`src/rtl/fu_completion_arbiter_pkg.sv`:
```
// -----------------------------------------------------------------------------
// completion_pkg
// Shared types and default sizing for the FU completion arbiter slice.
//   DEFAULT_INST_ID_BITS : default width of an instruction ID
//   DEFAULT_FU_COUNT     : default number of functional units
//   DEFAULT_FIFO_DEPTH   : default entries per per-FU completion FIFO
//   idx_width()          : index width helper that never returns zero
// -----------------------------------------------------------------------------
package completion_pkg;

    localparam int DEFAULT_INST_ID_BITS = 6;
    localparam int DEFAULT_FU_COUNT     = 4;
    localparam int DEFAULT_FIFO_DEPTH   = 4;

    typedef logic [DEFAULT_INST_ID_BITS-1:0]      inst_id_t;
    typedef logic [$clog2(DEFAULT_FU_COUNT)-1:0]  fu_idx_t;

    typedef struct packed {
        inst_id_t id;
    } completion_t;

    function automatic int idx_width(input int n);
        return (n > 1) ? $clog2(n) : 1;
    endfunction

endpackage

```
`src/rtl/fu_completion_arbiter_if.sv`:
```
// -----------------------------------------------------------------------------
// fu_completion_arbiter_if
// Bundles the FU-side completion inputs/readies and the ROB completion port.
//   master : environment side (FU wrappers + ROB) driving completions/flush/ready
//   slave  : arbiter side
// Signals:
//   fu_out_valid / fu_out_inst_id : per-FU completion pulse and ID
//   fu_ready                      : per-FU back-pressure (FIFO not full)
//   flush                         : discard all buffered completions
//   rob_complete_valid/_inst_id/_fu/_ready : ROB completion handshake
// -----------------------------------------------------------------------------
interface fu_completion_arbiter_if
    import completion_pkg::*;
#(
    parameter int INST_ID_BITS = DEFAULT_INST_ID_BITS,
    parameter int FU_COUNT     = DEFAULT_FU_COUNT
);
    localparam int FU_IDX_W = idx_width(FU_COUNT);

    logic [FU_COUNT-1:0]                   fu_out_valid;
    logic [FU_COUNT-1:0][INST_ID_BITS-1:0] fu_out_inst_id;
    logic [FU_COUNT-1:0]                   fu_ready;
    logic                                  flush;
    logic                                  rob_complete_valid;
    logic [INST_ID_BITS-1:0]               rob_complete_inst_id;
    logic [FU_IDX_W-1:0]                   rob_complete_fu;
    logic                                  rob_complete_ready;

    modport master (
        output fu_out_valid, fu_out_inst_id, flush, rob_complete_ready,
        input  fu_ready, rob_complete_valid, rob_complete_inst_id, rob_complete_fu
    );

    modport slave (
        input  fu_out_valid, fu_out_inst_id, flush, rob_complete_ready,
        output fu_ready, rob_complete_valid, rob_complete_inst_id, rob_complete_fu
    );

endinterface

```
`src/rtl/fu_completion_arbiter_fifo.sv`:
```
// -----------------------------------------------------------------------------
// completion_fifo
// Single-FU completion FIFO. Same-cycle push and pop both take effect.
// A pop on an empty FIFO is ignored. flush empties it at the next edge.
// Ports:
//   clk, rst (async, active-low), flush
//   push, push_data : write one entry (caller guarantees !full)
//   pop             : drop the head entry
//   full, empty     : from the registered count
//   head            : oldest entry
// -----------------------------------------------------------------------------
module completion_fifo #(
    parameter int WIDTH = 6,
    parameter int DEPTH = 4
) (
    input  logic             clk,
    input  logic             rst,
    input  logic             flush,
    input  logic             push,
    input  logic [WIDTH-1:0] push_data,
    input  logic             pop,
    output logic             full,
    output logic             empty,
    output logic [WIDTH-1:0] head
);
    localparam int PTR_W = $clog2(DEPTH);
    localparam int CNT_W = $clog2(DEPTH + 1);

    logic [WIDTH-1:0] mem [DEPTH];
    logic [PTR_W-1:0] wr_ptr;
    logic [PTR_W-1:0] rd_ptr;
    logic [CNT_W-1:0] count;
    logic             pop_ok;

    assign empty  = (count == '0);
    assign full   = (count == CNT_W'(DEPTH));
    assign pop_ok = pop && !empty;
    assign head   = mem[rd_ptr];

    always_ff @(posedge clk) begin
        if (push) begin
            mem[wr_ptr] <= push_data;
        end
    end

    always_ff @(posedge clk or negedge rst) begin
        if (!rst) begin
            wr_ptr <= '0;
            rd_ptr <= '0;
            count  <= '0;
        end else if (flush) begin
            wr_ptr <= '0;
            rd_ptr <= '0;
            count  <= '0;
        end else begin
            if (push) begin
                wr_ptr <= wr_ptr + 1'b1;
            end
            if (pop_ok) begin
                rd_ptr <= rd_ptr + 1'b1;
            end
            case ({push, pop_ok})
                2'b10:   count <= count + 1'b1;
                2'b01:   count <= count - 1'b1;
                default: count <= count;
            endcase
        end
    end

endmodule

```
`src/rtl/fu_completion_arbiter.sv`:
```
// -----------------------------------------------------------------------------
// fu_completion_arbiter
// Buffers per-FU completion pulses in one FIFO per FU and merges them
// round-robin onto the single ROB completion port (valid/ready).
// Ports:
//   clk  : clock
//   rst  : asynchronous, active-low reset
//   bus  : fu_completion_arbiter_if.slave (FU completions, fu_ready, flush,
//          ROB completion handshake)
// Optional (macro FU_COMPLETION_STATS_EN):
//   stall_cycles[i]          : cycles with fu_ready[i]==0 (saturating)
//   rob_backpressure_cycles  : cycles with valid && !ready (saturating)
// -----------------------------------------------------------------------------
module fu_completion_arbiter
    import completion_pkg::*;
#(
    parameter int INST_ID_BITS = DEFAULT_INST_ID_BITS,
    parameter int FU_COUNT     = DEFAULT_FU_COUNT,
    parameter int FIFO_DEPTH   = DEFAULT_FIFO_DEPTH
) (
    input  logic                       clk,
    input  logic                       rst,
    fu_completion_arbiter_if.slave     bus
`ifdef FU_COMPLETION_STATS_EN
    ,
    output logic [FU_COUNT-1:0][31:0]  stall_cycles,
    output logic [31:0]                rob_backpressure_cycles
`endif
);
    localparam int FU_IDX_W = idx_width(FU_COUNT);

    logic [FU_COUNT-1:0]                   full;
    logic [FU_COUNT-1:0]                   empty;
    logic [FU_COUNT-1:0]                   push;
    logic [FU_COUNT-1:0]                   pop;
    logic [FU_COUNT-1:0][INST_ID_BITS-1:0] head;

    logic [FU_IDX_W-1:0] rr_ptr;
    logic                lock;
    logic [FU_IDX_W-1:0] locked_grant;
    logic [FU_IDX_W-1:0] rr_grant;
    logic [FU_IDX_W-1:0] grant;
    logic [FU_IDX_W-1:0] grant_next;
    logic                valid;
    logic                handshake;

    assign bus.fu_ready = ~full;

    for (genvar g = 0; g < FU_COUNT; g++) begin : g_fifo
        // Pushes in a flush cycle are dropped along with the buffered entries.
        assign push[g] = bus.fu_out_valid[g] && !full[g] && !bus.flush;
        assign pop[g]  = handshake && (grant == FU_IDX_W'(g));

        completion_fifo #(
            .WIDTH (INST_ID_BITS),
            .DEPTH (FIFO_DEPTH)
        ) u_fifo (
            .clk       (clk),
            .rst       (rst),
            .flush     (bus.flush),
            .push      (push[g]),
            .push_data (bus.fu_out_inst_id[g]),
            .pop       (pop[g]),
            .full      (full[g]),
            .empty     (empty[g]),
            .head      (head[g])
        );

        a_no_push_when_full: assert property (
            @(posedge clk) disable iff (!rst) !(bus.fu_out_valid[g] && full[g]));
    end

    // First non-empty FIFO scanning upward from rr_ptr with wrap.
    always_comb begin
        logic                found;
        logic [FU_IDX_W-1:0] idx;
        found    = 1'b0;
        idx      = '0;
        rr_grant = '0;
        for (int i = 0; i < FU_COUNT; i++) begin
            idx = FU_IDX_W'((int'(rr_ptr) + i) % FU_COUNT);
            if (!found && !empty[idx]) begin
                found    = 1'b1;
                rr_grant = idx;
            end
        end
    end

    // A locked grant always points at a non-empty FIFO: only a handshake pops
    // it, and a handshake or flush clears the lock.
    assign grant      = lock ? locked_grant : rr_grant;
    assign valid      = !(&empty) && !bus.flush;
    assign handshake  = valid && bus.rob_complete_ready;
    assign grant_next = (grant == FU_IDX_W'(FU_COUNT - 1)) ? '0 : grant + 1'b1;

    assign bus.rob_complete_valid   = valid;
    assign bus.rob_complete_inst_id = valid ? head[grant] : '0;
    assign bus.rob_complete_fu      = valid ? grant : '0;

    always_ff @(posedge clk or negedge rst) begin
        if (!rst) begin
            rr_ptr       <= '0;
            lock         <= 1'b0;
            locked_grant <= '0;
        end else if (bus.flush) begin
            rr_ptr       <= '0;
            lock         <= 1'b0;
        end else if (handshake) begin
            rr_ptr       <= grant_next;
            lock         <= 1'b0;
        end else if (valid) begin
            lock         <= 1'b1;
            locked_grant <= grant;
        end
    end

`ifdef FU_COMPLETION_STATS_EN
    always_ff @(posedge clk or negedge rst) begin
        if (!rst) begin
            stall_cycles            <= '0;
            rob_backpressure_cycles <= '0;
        end else begin
            for (int i = 0; i < FU_COUNT; i++) begin
                if (full[i] && (stall_cycles[i] != '1)) begin
                    stall_cycles[i] <= stall_cycles[i] + 1'b1;
                end
            end
            if (valid && !bus.rob_complete_ready && (rob_backpressure_cycles != '1)) begin
                rob_backpressure_cycles <= rob_backpressure_cycles + 1'b1;
            end
        end
    end
`endif

endmodule

```
`src/flat_wrapper.sv`:
```
// flat-port wrapper written by rule: the top's interface ports become plain ports
module fu_completion_arbiter_flat import completion_pkg::*;
#(
    parameter int INST_ID_BITS = DEFAULT_INST_ID_BITS,
    parameter int FU_COUNT     = DEFAULT_FU_COUNT,
    parameter int FIFO_DEPTH   = DEFAULT_FIFO_DEPTH
)
  (clk, rst, bus_fu_out_valid, bus_fu_out_inst_id, bus_flush, bus_rob_complete_ready, bus_fu_ready, bus_rob_complete_valid, bus_rob_complete_inst_id, bus_rob_complete_fu);
  fu_completion_arbiter_if #(.INST_ID_BITS(INST_ID_BITS), .FU_COUNT(FU_COUNT)) bus_i ();
  input  logic clk;
  input  logic rst;
  input wire logic [$bits(bus_i.fu_out_valid)-1:0] bus_fu_out_valid;
  input wire logic [$bits(bus_i.fu_out_inst_id)-1:0] bus_fu_out_inst_id;
  input wire logic [$bits(bus_i.flush)-1:0] bus_flush;
  input wire logic [$bits(bus_i.rob_complete_ready)-1:0] bus_rob_complete_ready;
  output wire logic [$bits(bus_i.fu_ready)-1:0] bus_fu_ready;
  output wire logic [$bits(bus_i.rob_complete_valid)-1:0] bus_rob_complete_valid;
  output wire logic [$bits(bus_i.rob_complete_inst_id)-1:0] bus_rob_complete_inst_id;
  output wire logic [$bits(bus_i.rob_complete_fu)-1:0] bus_rob_complete_fu;
  assign bus_i.fu_out_valid = bus_fu_out_valid;
  assign bus_i.fu_out_inst_id = bus_fu_out_inst_id;
  assign bus_i.flush = bus_flush;
  assign bus_i.rob_complete_ready = bus_rob_complete_ready;
  assign bus_fu_ready = bus_i.fu_ready;
  assign bus_rob_complete_valid = bus_i.rob_complete_valid;
  assign bus_rob_complete_inst_id = bus_i.rob_complete_inst_id;
  assign bus_rob_complete_fu = bus_i.rob_complete_fu;
  fu_completion_arbiter #(.INST_ID_BITS(INST_ID_BITS), .FU_COUNT(FU_COUNT), .FIFO_DEPTH(FIFO_DEPTH)) u_core (.clk(clk), .rst(rst), .bus(bus_i));
endmodule
```
`config.mk`:
```
export PLATFORM = sky130hd
export DESIGN_NAME = fu_completion_arbiter_flat
export DESIGN_NICKNAME = d
export VERILOG_FILES = /design/src/rtl/fu_completion_arbiter_pkg.sv /design/src/rtl/fu_completion_arbiter_if.sv /design/src/rtl/fu_completion_arbiter_fifo.sv /design/src/rtl/fu_completion_arbiter.sv /design/src/flat_wrapper.sv
export SDC_FILE = /design/constraint.sdc
export NUM_CORES = 1
export LEC_CHECK = 0
export CAP_MARGIN = 20
export CORE_MARGIN = 1.5
export CORE_UTILIZATION = 30
export DETAILED_ROUTE_END_ITERATION = 6
export DONT_BUFFER_PORTS = 1
export GPL_TIMING_DRIVEN = 1
export PLACE_DENSITY = 0.44
export SYNTH_ARGS = -nofsm -noshare
export SYNTH_HDL_FRONTEND = slang
export SYNTH_HIERARCHICAL = 1
export SYNTH_SLANG_ARGS = --single-unit
```
`constraint.sdc`:
```
create_clock -name clk -period 5.4 [get_ports clk]
set_clock_uncertainty 0.2 [all_clocks]
set_input_delay 0.54 -clock clk [delete_from_list [all_inputs] [get_ports clk]]
set_output_delay 0.54 -clock clk [all_outputs]
set_load 0.02 [all_outputs]
```
### Word level (Yosys, flattened, before mapping)

Memory sizes are Yosys's and may differ from the RTL's.
Index checks and enable logic that the tools add are counted.

* register bits: 33
* input bits: 32
* output and inout port bits: 13
* memories: 4
* RAM bits: 96
* logic and storage cells: 177

* $lt $le $gt $ge: 5
* bitwise logic cells: 3
* reduce and logical (&&, ||, !) cells: 57
* $add $sub $neg: 20
* muxes and demuxes: 58
* equality and inequality tests: 15

Memory list
* u_core.g_fifo[0].u_fifo.mem: depth 4, bits a word 6, read ports 1, clocked after Yosys merged registers in 0, wr ports 1, line fu_completion_arbiter_fifo.sv:29 `logic [WIDTH-1:0] mem [DEPTH];`
* u_core.g_fifo[1].u_fifo.mem: depth 4, bits a word 6, read ports 1, clocked after Yosys merged registers in 0, wr ports 1, line fu_completion_arbiter_fifo.sv:29
* u_core.g_fifo[2].u_fifo.mem: depth 4, bits a word 6, read ports 1, clocked after Yosys merged registers in 0, wr ports 1, line fu_completion_arbiter_fifo.sv:29
* u_core.g_fifo[3].u_fifo.mem: depth 4, bits a word 6, read ports 1, clocked after Yosys merged registers in 0, wr ports 1, line fu_completion_arbiter_fifo.sv:29

Operators by type and width (count)
* two-way mux 2 bit: 25
* case mux 3 bit (2 select lines): 4
* logical AND 1 bit: 21
* adder 2 x 1 -> 2 bit (second input constant): 10
* two-way mux 1 bit: 18
* nonzero test 2 bit: 9
* zero test 1 bit: 15
* < comparator 2 x 3 -> 1 bit (second input constant): 5
* nonzero test 3 bit: 5
* adder 3 x 1 -> 3 bit (second input constant): 4
* binary-select mux 6 bit (select 2 bit): 1
* equality test 2 bit (second input constant): 6
* equality test 3 bit (second input constant): 4
* zero test 3 bit: 4
* two-way mux 3 bit: 4
* two-way mux 6 bit: 2
* subtractor 3 x 1 -> 3 bit (second input constant): 4
* equality test 2 x 1 -> 1 bit (second input constant): 5
* binary-select mux 1 bit (select 2 bit): 4
* adder 2 bit (second input constant): 2
* NOT 4 bit: 1
* AND reduction 4 bit: 1
* AND reduction 3 bit: 1
* zero test 2 bit: 1
* NOT 1 bit: 2

### Logic depth before layout (Yosys ltp)

Gate-level depths: netlist of the first run.

* depth in word-level cells: 19
* mapped depth: 15
* mapped depth without buffers: 14

### Cells and area by module

The synthesis of the first run kept the hierarchy.

Modules (own cells, without submodules)
* completion_fifo at u_core.g_fifo[0].u_fifo ...: cells each 84, seq. area each 895.9 um2, area each 1367.6 um2, times used 2
* completion_fifo at u_core.g_fifo[1].u_fifo ...: cells each 80, seq. area each 895.9 um2, area each 1350.0 um2, times used 2
* fu_completion_arbiter: cells each 82, seq. area each 125.1 um2, area each 744.5 um2, times used 1

### Least setup slack after synthesis of the first run

No wires, ideal clock.

* path type: register -> register
* from: register u_core.g_fifo[1].u_fifo.count[0]
* to: register u_core.g_fifo[3].u_fifo.count[1]
* data required time: 5.118 ns
* setup time: 0.082 ns
* cell stages (with the launch flop): 14
* path buffers: 0
* slack: 1.818 ns
* arrival: 3.300 ns
* clock period less this slack: 3.582 ns
* cell sequence: dfrtp_1 > nor3_1 > and4bb_1 > o211ai_2 > mux2_4 > nand2_4 > inv_2 > ha_1 > and3_1 > o31ai_2 > nor2_1 > fa_1 > or3b_1 > a31oi_1

* longest elaborated chain between the ends: 19
* elaborated cells between the ends (all ways): 37
* those cells by class: eq/ne: 3; mux: 18; reduce/logical: 16

RTL lines
* start: declaration: line fu_completion_arbiter_fifo.sv:32 `logic [CNT_W-1:0] count;`
* start signal: assignment: line fu_completion_arbiter_fifo.sv:63 `2'b10: count <= count + 1'b1;`
* start signal: assignment: line fu_completion_arbiter_fifo.sv:64 `2'b01: count <= count - 1'b1;`
* start signal: assignment: line fu_completion_arbiter_fifo.sv:65 `default: count <= count;`
* zero test 3 bit *: line fu_completion_arbiter_fifo.sv:35 `assign empty = (count == '0);`
* net u_core.empty[1]: line fu_completion_arbiter.sv:33 `logic [FU_COUNT-1:0] empty;`
* binary-select mux 1 bit (select 2 bit): line fu_completion_arbiter.sv:82 `if (!found && !empty[idx]) begin`
* two-way mux 1 bit (implied by the code): line fu_completion_arbiter.sv:82
* zero test 1 bit: line fu_completion_arbiter.sv:82
* logical AND 1 bit: line fu_completion_arbiter.sv:82
* two-way mux 1 bit: line fu_completion_arbiter.sv:82
* zero test 1 bit: line fu_completion_arbiter.sv:82
* [6 not listed]
* net u_core.grant[1]: line fu_completion_arbiter.sv:42 `logic [FU_IDX_W-1:0] grant;`
* equality test 2 bit *: line fu_completion_arbiter.sv:52 `assign pop[g] = handshake && (grant == FU_IDX_W'(g));`
* logical AND 1 bit *: line fu_completion_arbiter.sv:52
* net u_core.pop[3]: line fu_completion_arbiter.sv:35 `logic [FU_COUNT-1:0] pop;`
* logical AND 1 bit *: line fu_completion_arbiter_fifo.sv:37 `assign pop_ok = pop && !empty;`
* equality test 2 x 1 -> 1 bit or equality test 2 bit (tied branches): line fu_completion_arbiter_fifo.sv:62 `case ({push, pop_ok})`
* case mux 3 bit (2 select lines): line fu_completion_arbiter_fifo.sv:62
* two-way mux 3 bit: line fu_completion_arbiter_fifo.sv:51 `end else if (flush) begin`
* end signal: assignment: line fu_completion_arbiter_fifo.sv:63
* end signal: assignment: line fu_completion_arbiter_fifo.sv:64
* end signal: assignment: line fu_completion_arbiter_fifo.sv:65
* end: declaration: line fu_completion_arbiter_fifo.sv:32

Mark *: on every way through the listed nets, which the timed path passes. The rest lies on a longest branch. The select of a mux whose other input is x is not followed.
A chain may end at the register's enable or synchronous reset.

### Worst setup path in the final report of the first run

* from: register u_core.g_fifo[1].u_fifo.count[0]
* to: register u_core.g_fifo[1].u_fifo.count[2]

* longest elaborated chain between the ends: 19
* elaborated cells between the ends (all ways): 44
* those cells by class: add/sub: 2; eq/ne: 4; mux: 18; reduce/logical: 20

RTL lines
* zero test 3 bit *: line fu_completion_arbiter_fifo.sv:35
* net u_core.empty[1]: line fu_completion_arbiter.sv:33
* binary-select mux 1 bit (select 2 bit): line fu_completion_arbiter.sv:82
* two-way mux 1 bit (implied by the code): line fu_completion_arbiter.sv:82
* zero test 1 bit: line fu_completion_arbiter.sv:82
* logical AND 1 bit: line fu_completion_arbiter.sv:82
* two-way mux 1 bit: line fu_completion_arbiter.sv:82
* zero test 1 bit: line fu_completion_arbiter.sv:82
* [5 not listed]
* two-way mux 2 bit: line fu_completion_arbiter.sv:91 `assign grant = lock ? locked_grant : rr_grant;`
* equality test 2 x 1 -> 1 bit: line fu_completion_arbiter.sv:52
* logical AND 1 bit *: line fu_completion_arbiter.sv:52
* net u_core.pop[1]: line fu_completion_arbiter.sv:35
* logical AND 1 bit *: line fu_completion_arbiter_fifo.sv:37
* equality test 2 x 1 -> 1 bit or equality test 2 bit (tied branches): line fu_completion_arbiter_fifo.sv:62
* case mux 3 bit (2 select lines): line fu_completion_arbiter_fifo.sv:62
* two-way mux 3 bit: line fu_completion_arbiter_fifo.sv:51

Marked as above.

==> results of run 1 <==
-- Yosys cell counts, types with 4 or more instances --
library cell  instances  share of area [%]
edfxtp_1             96                 47
nor2_1               38                2.3
dfrtp_1              33                 13
mux4_2               24                8.7
ha_1                 20                4.0
and2_1               18                1.8
inv_1                17                1.0
mux2i_1              17                2.8
xnor2_1              12                1.7
xor2_1                8                1.1
a31oi_1               7               0.71
and3_1                6               0.61
nor3_1                6               0.49
nor3b_1               6               0.73
o21ai_1               6               0.49
o22ai_1               6               0.61
nand3_1               5               0.40
o21ai_0               5               0.40
buf_2                 4               0.32
buf_6                 4               0.73
fa_1                  4                1.3
nand2_1               4               0.24
nand2b_1              4               0.40
nand3b_1              4               0.49
or3b_1                4               0.57
-- kinds of logic (layout without fill, tap and decap cells) --
family / after synthesis / count (layout) / synth area share [%]
AO/OA/AOI/OAI: 52 / 52 / 6.884
multiplexers: 44 / 44 / 12.17
flip-flops: 129 / 129 / 60.01
buffers and inverters: 36 / 83 / 3.077
XOR/XNOR: 20 / 20 / 2.835
AND/OR/NAND/NOR: 105 / 105 / 9.678
adder cells (fa/ha/maj): 24 / 24 / 5.345
-- flip-flops by register name, indices dropped and copies added (netlist names) --
name and cells:
u_core/g_fifo.u_fifo/wr_ptr 8, u_core/g_fifo.u_fifo/mem 96, u_core/g_fifo.u_fifo/count 12, u_core/locked_grant 2
u_core/lock 1, u_core/rr_ptr 2, u_core/g_fifo.u_fifo/rd_ptr 8
-- final timing paths --
check | start | end | slack (ns) | cells past startpoint
setup / recovery | u_core/g_fifo[1].u_fifo/count[0] | u_core/g_fifo[1].u_fifo/count[2] | 1.23 | 12
hold / removal | bus_flush | u_core/g_fifo[0].u_fifo/count[2] | 0.1 | 2
setup reg to reg | u_core/g_fifo[1].u_fifo/count[0] | u_core/g_fifo[1].u_fifo/count[2] | 1.23 | 12
hold reg to reg | u_core/locked_grant[1] | u_core/locked_grant[1] | 0.37 | 1
max in group asynchronous | rst | u_core/g_fifo[2].u_fifo/count[2] | 4.42 | 2
min in group asynchronous | rst | u_core/g_fifo[3].u_fifo/wr_ptr[1] | 0.35 | 2
-- critical path: stages (launching register included) --
cell and delay (ns):
dfrtp_1 0.47, nor3_1 0.65, and2b_2 0.27, o32ai_2 0.09
a22oi_4 0.52, inv_2 0.13, ha_1 0.22, and3_1 0.23
o31ai_4 0.13, nor2_1 0.10, fa_1 0.46, o31a_1 0.31
a221oi_1 0.27
-- power by group through the flow --
stage	Clock [mW]	Sequential [mW]	Combinational, mW
after global placement	0	1.18	0.366
final	1.13	1.16	0.398
after floorplan	0	1.16	0.314
after global routing	1.21	1.17	0.438
after CTS	1.16	1.16	0.405
after detailed placement	0	1.18	0.368
-- cell type report --
class                           count  area (um2)  area share [%]
Sequential cell                   129        3709           50.69
Multi-Input combinational cell    245        2286           31.25
Clock buffer                       18       429.2           5.866
Tap cell                          270       337.8           4.618
Timing Repair Buffer               31       322.8           4.413
Clock inverter                     14       156.4           2.138
Inverter                           20       75.07           1.026
-- stage by stage --
step | utilization (%) | total power, mW | cells | setup slack (ns)
finish | 36.16 | 2.688 | 727 | 1.228
detailed placement | 31.78 | 1.547 | 667 | 1.237
floorplan | - | 1.472 | 410 | 1.818
global route | 36.16 | 2.811 | 727 | 0.9685
CTS | 36.16 | 2.725 | 727 | 1.232
global placement | 31.78 | 1.544 | 667 | 1.295
-- layer usage --
layer | part of all wire (%) | global-route usage, %
met1 | 47 | 17.62
met2 | 48 | 20.81
met3 | 3.5 | 3.906
met4 | 1.7 | 4.495
met5 | 0 | 0
-- cells in the final DEF (no fill, tap or decap), types with 7 or more instances in the layout --
master	netlist	layout
mux2i_1	17	17
dfrtp_1	33	33
edfxtp_1	96	96
xnor2_1	12	12
and2_1	18	18
xor2_1	8	8
mux4_2	24	24
dlygate4sd3_1	0	26
clkbuf_16	0	17
nor2_1	38	38
a31oi_1	7	7
inv_1	17	17
ha_1	20	20
==> reports/summary.txt, run 1 <==
Post-CTS Hold Fix Bufs -> 28
Final #Nets -> 500
Tcrit/Tclk final -> 77.25%
unrepaired setup endpoints after global routing -> false
Num CTS Buffers -> 17
internal power -> 1.958 mW
violation count after the first detailed-route iteration -> 176
Async SR Flop Fraction -> 25.58%
Core ar. -> 0.02023 mm2
Worst Path Arrival -> 4.29 ns
post-route minimum period -> 4.172 ns
Slew HR -> 40.84%
grt ovf -> 0
sw frac -> 27.17%
clock tree buffer depth -> 2
Seq/Total Area, Yosys -> 60.01%
Vias per Instance -> 4.777
Max-Cap Viols -> 0
DRT antenna net count -> 0
fillers -> 1925
status -> finished clean
CTS tree -> done
PD cells -> 367.4 mW/mm2
Comb pwr share -> 14.8%
vias in the first global route -> 3574
number of synthesized flops with an enable pin -> 96
Switch Pwr -> 0.7302 mW
Initial Utilization -> 30.54%
layout cells sized above 1 -> 16.85%
Mapped Avg Cell Area -> 15.07 um2
hpwl dp -> 8.841 mm
Synth Register Bits -> 129
Syn Inst Count -> 410
Sequential Power Share -> 43.1%
YS warnings -> 6
overall via count from detail_route -> 3473
Post-CTS Setup Bufs -> 0
Fin. Hold Viols -> 0
Total Wirelength -> 13.16 mm
antenna violations before repair -> 0
maximum number of pins on one net before global-route repair -> 34
Top FF cell, synth -> edfxtp_1
DR pass1 iterations -> 4
post-synth cell types -> 58
Max Slew Vio Count -> 0
antenna cells -> 0
routability congestion estimate -> 0.7552
Tot GR Track Use -> 13.28%
CTS Sinks -> 129
Data required, critical path -> 5.51 ns
Fin Setup TNS -> 0 ns
Die W -> 146.5 um
post-CTS sizing -> 0
Clk pin slew, worst setup/hold paths -> 0.06 ns
Finished Cell Area -> 0.007316 mm2
count of input and output buffers -> 0
first-pass GRT wire length -> 21.07 mm
CP Max Fanout -> 16
I/O pins -> 45
worst hold path class -> in2reg
placed cell area -> 0.006430 mm2
Area growth syn-to-layout -> 18.38%
Syn Nets -> 466
worst-skew pair later-pin latency -> 0.42 ns
CP Launch Type -> register
static leakage -> 2.670 nW
clock share of power -> 42.1%
clock root buffer master -> clkbuf_16
synthesized area -> 0.006180 mm2
drt drc -> 0
H-tree levels -> 4
actual slew at the worst max-slew pin -> 0.8835 ns
Core Rows -> 52
FMAX -> 239.7 MHz
final hold slack -> 0.09982 ns
final setup fails -> 0
routed length per placed instance -> 18.11 um
CP Class -> reg2reg
Die Ht -> 146.5 um
Die ar. -> 0.02147 mm2
VDD IR-drop max -> 228.0 uV
critical path capture point type -> register
(Power assumes the default switching activity.)
==> run 2: changes to the inputs <==
Clock period 5.4 ns to 4 ns, I/O delays scaled along.
==> run 2 against run 1 <==
Critical path depth grew 1. Combinational power rose by 45%. Clock power grew 40%. Critical endpoint is now u_core/g_fifo[2].u_fifo/count[2]. First-iteration DRC count rose by 76%. Critical path type unchanged. Hold slack lost 0.052 ns. Non-clock buffer count is 10 higher.
==> reports/summary.txt, run 2 (synthesis gave the netlist of run 1 again) <==
Fin Setup TNS -> 0 ns (unchanged)
Biggest register -> u_core/g_fifo.u_fifo/mem
fillers -> 1904 (-1.1%)
antenna cells -> 0 (unchanged)
Initial Utilization -> 30.54% (unchanged)
GR Layer Usage met1 -> 17.40% (-0.23 points)
CP Launch Type -> register
Num CTS Buffers -> 17 (unchanged)
final hold slack -> 0.04785 ns (-0.05196 ns)
placed cell area -> 0.006505 mm2 (+1.2%)
static leakage -> 2.739 nW (+2.6%)
routed length per placed instance -> 18.01 um (-0.53%)
hpwl dp -> 8.927 mm (+0.97%)
count of input and output buffers -> 0 (unchanged)
Tcrit/Tclk final -> 90.34% (+13 points)
maximum number of pins on one net before global-route repair -> 34 (unchanged)
first-pass GRT wire length -> 21.32 mm (+1.2%)
status -> finished clean
Total Wirelength -> 13.27 mm (+0.84%)
VDD IR-drop max -> 280.8 uV (+23%)
critical path capture point type -> register
Core Rows -> 52 (unchanged)
unrepaired setup endpoints after global routing -> false
FMAX -> 276.7 MHz (+15%)
Data required, critical path -> 4.12 ns (-1.39 ns)
worst hold path class -> in2reg
met2 usage -> 21.75% (+0.95 points)
Max-Cap Viols -> 0 (unchanged)
grt met3 use -> 3.375% (-0.53 points)
final core utilization -> 36.63% (+0.47 points)
Area growth syn-to-layout -> 19.92%
Die W -> 146.5 um (unchanged)
critical path, cell by cell -> nor3_1, and4bb_1, a31oi_1, nand4b_2, nand2_4, inv_2, ha_1, and3_1, o31ai_4, nor2_1, fa_1, o31a_1, a221oi_1
worst-skew pair later-pin latency -> 0.42 ns (about the same)
violation count after the first detailed-route iteration -> 309 (+76%)
CP Class -> reg2reg
CP top delay family -> simple AND/OR/NAND/NOR gates
Vias per Instance -> 4.757 (-0.42%)
Die ar. -> 0.02147 mm2 (unchanged)
overall via count from detail_route -> 3506 (+0.95%)
Die Ht -> 146.5 um (unchanged)
sw frac -> 27.41% (+0.24 points)
CP Max Fanout -> 9 (-7)
gr busiest metal -> met2
Fin. Hold Viols -> 0 (unchanged)
Comb pwr share -> 15.6% (+0.8 points)
H-tree levels -> 4 (unchanged)
most common cell after layout, fill and taps aside -> edfxtp_1
internal power -> 2.692 mW (+38%)
grt ovf -> 0 (unchanged)
DR pass1 iterations -> 4 (unchanged)
commonest cells after routing, fill and taps aside -> edfxtp_1, nor2_1, dfrtp_1, dlygate4sd3_1, mux4_2
Switch Pwr -> 1.017 mW (+39%)
slowest cell on the critical path -> dfrtp_1
Sequential Power Share -> 42.0% (-1.1 points)
Post-CTS Setup Bufs -> 0 (unchanged)
DRT antenna net count -> 0 (unchanged)
Slew HR -> 40.30% (-0.54 points)
layout cells sized above 1 -> 19.06% (+2.2 points)
critical path's largest stage delay -> 0.47 ns (-0.18 ns)
pre-CTS WS -> 0.4442 ns (-0.7926 ns)
clock share of power -> 42.5% (+0.4 points)
Tot GR Track Use -> 13.38% (+0.098 points)
CTS Sinks -> 129 (unchanged)
Clk pin slew, worst setup/hold paths -> 0.06 ns (about the same)
biggest regs -> u_core/g_fifo.u_fifo/mem (96), u_core/g_fifo.u_fifo/count (12)
actual slew at the worst max-slew pin -> 0.8915 ns (+0.008034 ns)
I/O pins -> 45 (unchanged)
WP buf/inv -> 1 (unchanged)
Finished Cell Area -> 0.007411 mm2 (+1.3%)
CTS tree -> done
max reg flops -> 96 (unchanged)
PD cells -> 500.5 mW/mm2 (+36%)
clock tree buffer depth -> 2 (unchanged)
vias in the first global route -> 3664 (+2.5%)
clock root buffer master -> clkbuf_16
Max Slew Vio Count -> 0 (unchanged)
final setup fails -> 0 (unchanged)
drt drc -> 0 (unchanged)
Final #Nets -> 510 (+2.0%)
routability congestion estimate -> 0.7445 (-1.4%)
Core ar. -> 0.02023 mm2 (unchanged)
post-route minimum period -> 3.613 ns (-0.5582 ns)
fin worst setup slack -> 0.3866 ns (-0.8418 ns)
Worst Path Arrival -> 3.73 ns (-0.56 ns)
antenna violations before repair -> 0 (unchanged)
==> run 2: layer usage <==
metal	up-vias	part of all wire (%)
met5	-	0
met4	0	1.3
met3	14	2.7
met2	47	49
met1	1795	47
li1	1650	-
==> run 2: what timing repair did <==
item,CTS,global route
hold endpoints to repair,160,0
gates resized for setup,0,0
hold buffers,28,0
==> run 2: power groups by stage <==
stage	logic [mW]	registers [mW]	clock network (mW)
after floorplan	0.424	1.56	0
after CTS	0.588	1.56	1.62
after global routing	0.634	1.56	1.68
after detailed placement	0.533	1.58	0
after global placement	0.532	1.58	0
final	0.577	1.56	1.58
==> run 2: layout make-up <==
cell class	count	area [um2]	area share (%)
clock buffer	18	439.2	5.926
clock inverter	14	166.4	2.245
inverter	20	75.07	1.013
multi-input combinational	245	2286	30.85
sequential	129	3709	50.04
tap	270	337.8	4.558
timing repair buffer	41	397.9	5.369
==> run 2: worst paths after layout <==
check / start / end / slack, ns / cells after the start
worst max-delay path: u_core/g_fifo[0].u_fifo/count[2] / u_core/g_fifo[2].u_fifo/count[2] / 0.39 / 13
worst min-delay path: bus_flush / u_core/g_fifo[3].u_fifo/wr_ptr[0] / 0.05 / 2
worst max register to register: u_core/g_fifo[0].u_fifo/count[2] / u_core/g_fifo[2].u_fifo/count[2] / 0.39 / 13
worst min register to register: u_core/locked_grant[1] / u_core/locked_grant[1] / 0.37 / 1
max in group asynchronous: rst / u_core/g_fifo[1].u_fifo/count[0] / 3.16 / 2
min in group asynchronous: rst / u_core/g_fifo[3].u_fifo/wr_ptr[1] / 0.22 / 2
==> run 2: through the flow <==
step | instances | total power, mW
global placement | 677 | 2.116
global route | 737 | 3.874
floorplan | 410 | 1.987
finish | 737 | 3.709
CTS | 737 | 3.762
detailed placement | 677 | 2.117
==> run 3: changes to the inputs <==
Settings changed: TNS_END_PERCENT set to 100.
==> results of run 3 <==
Final layout, timing and power as in run 2 (identical DEF).
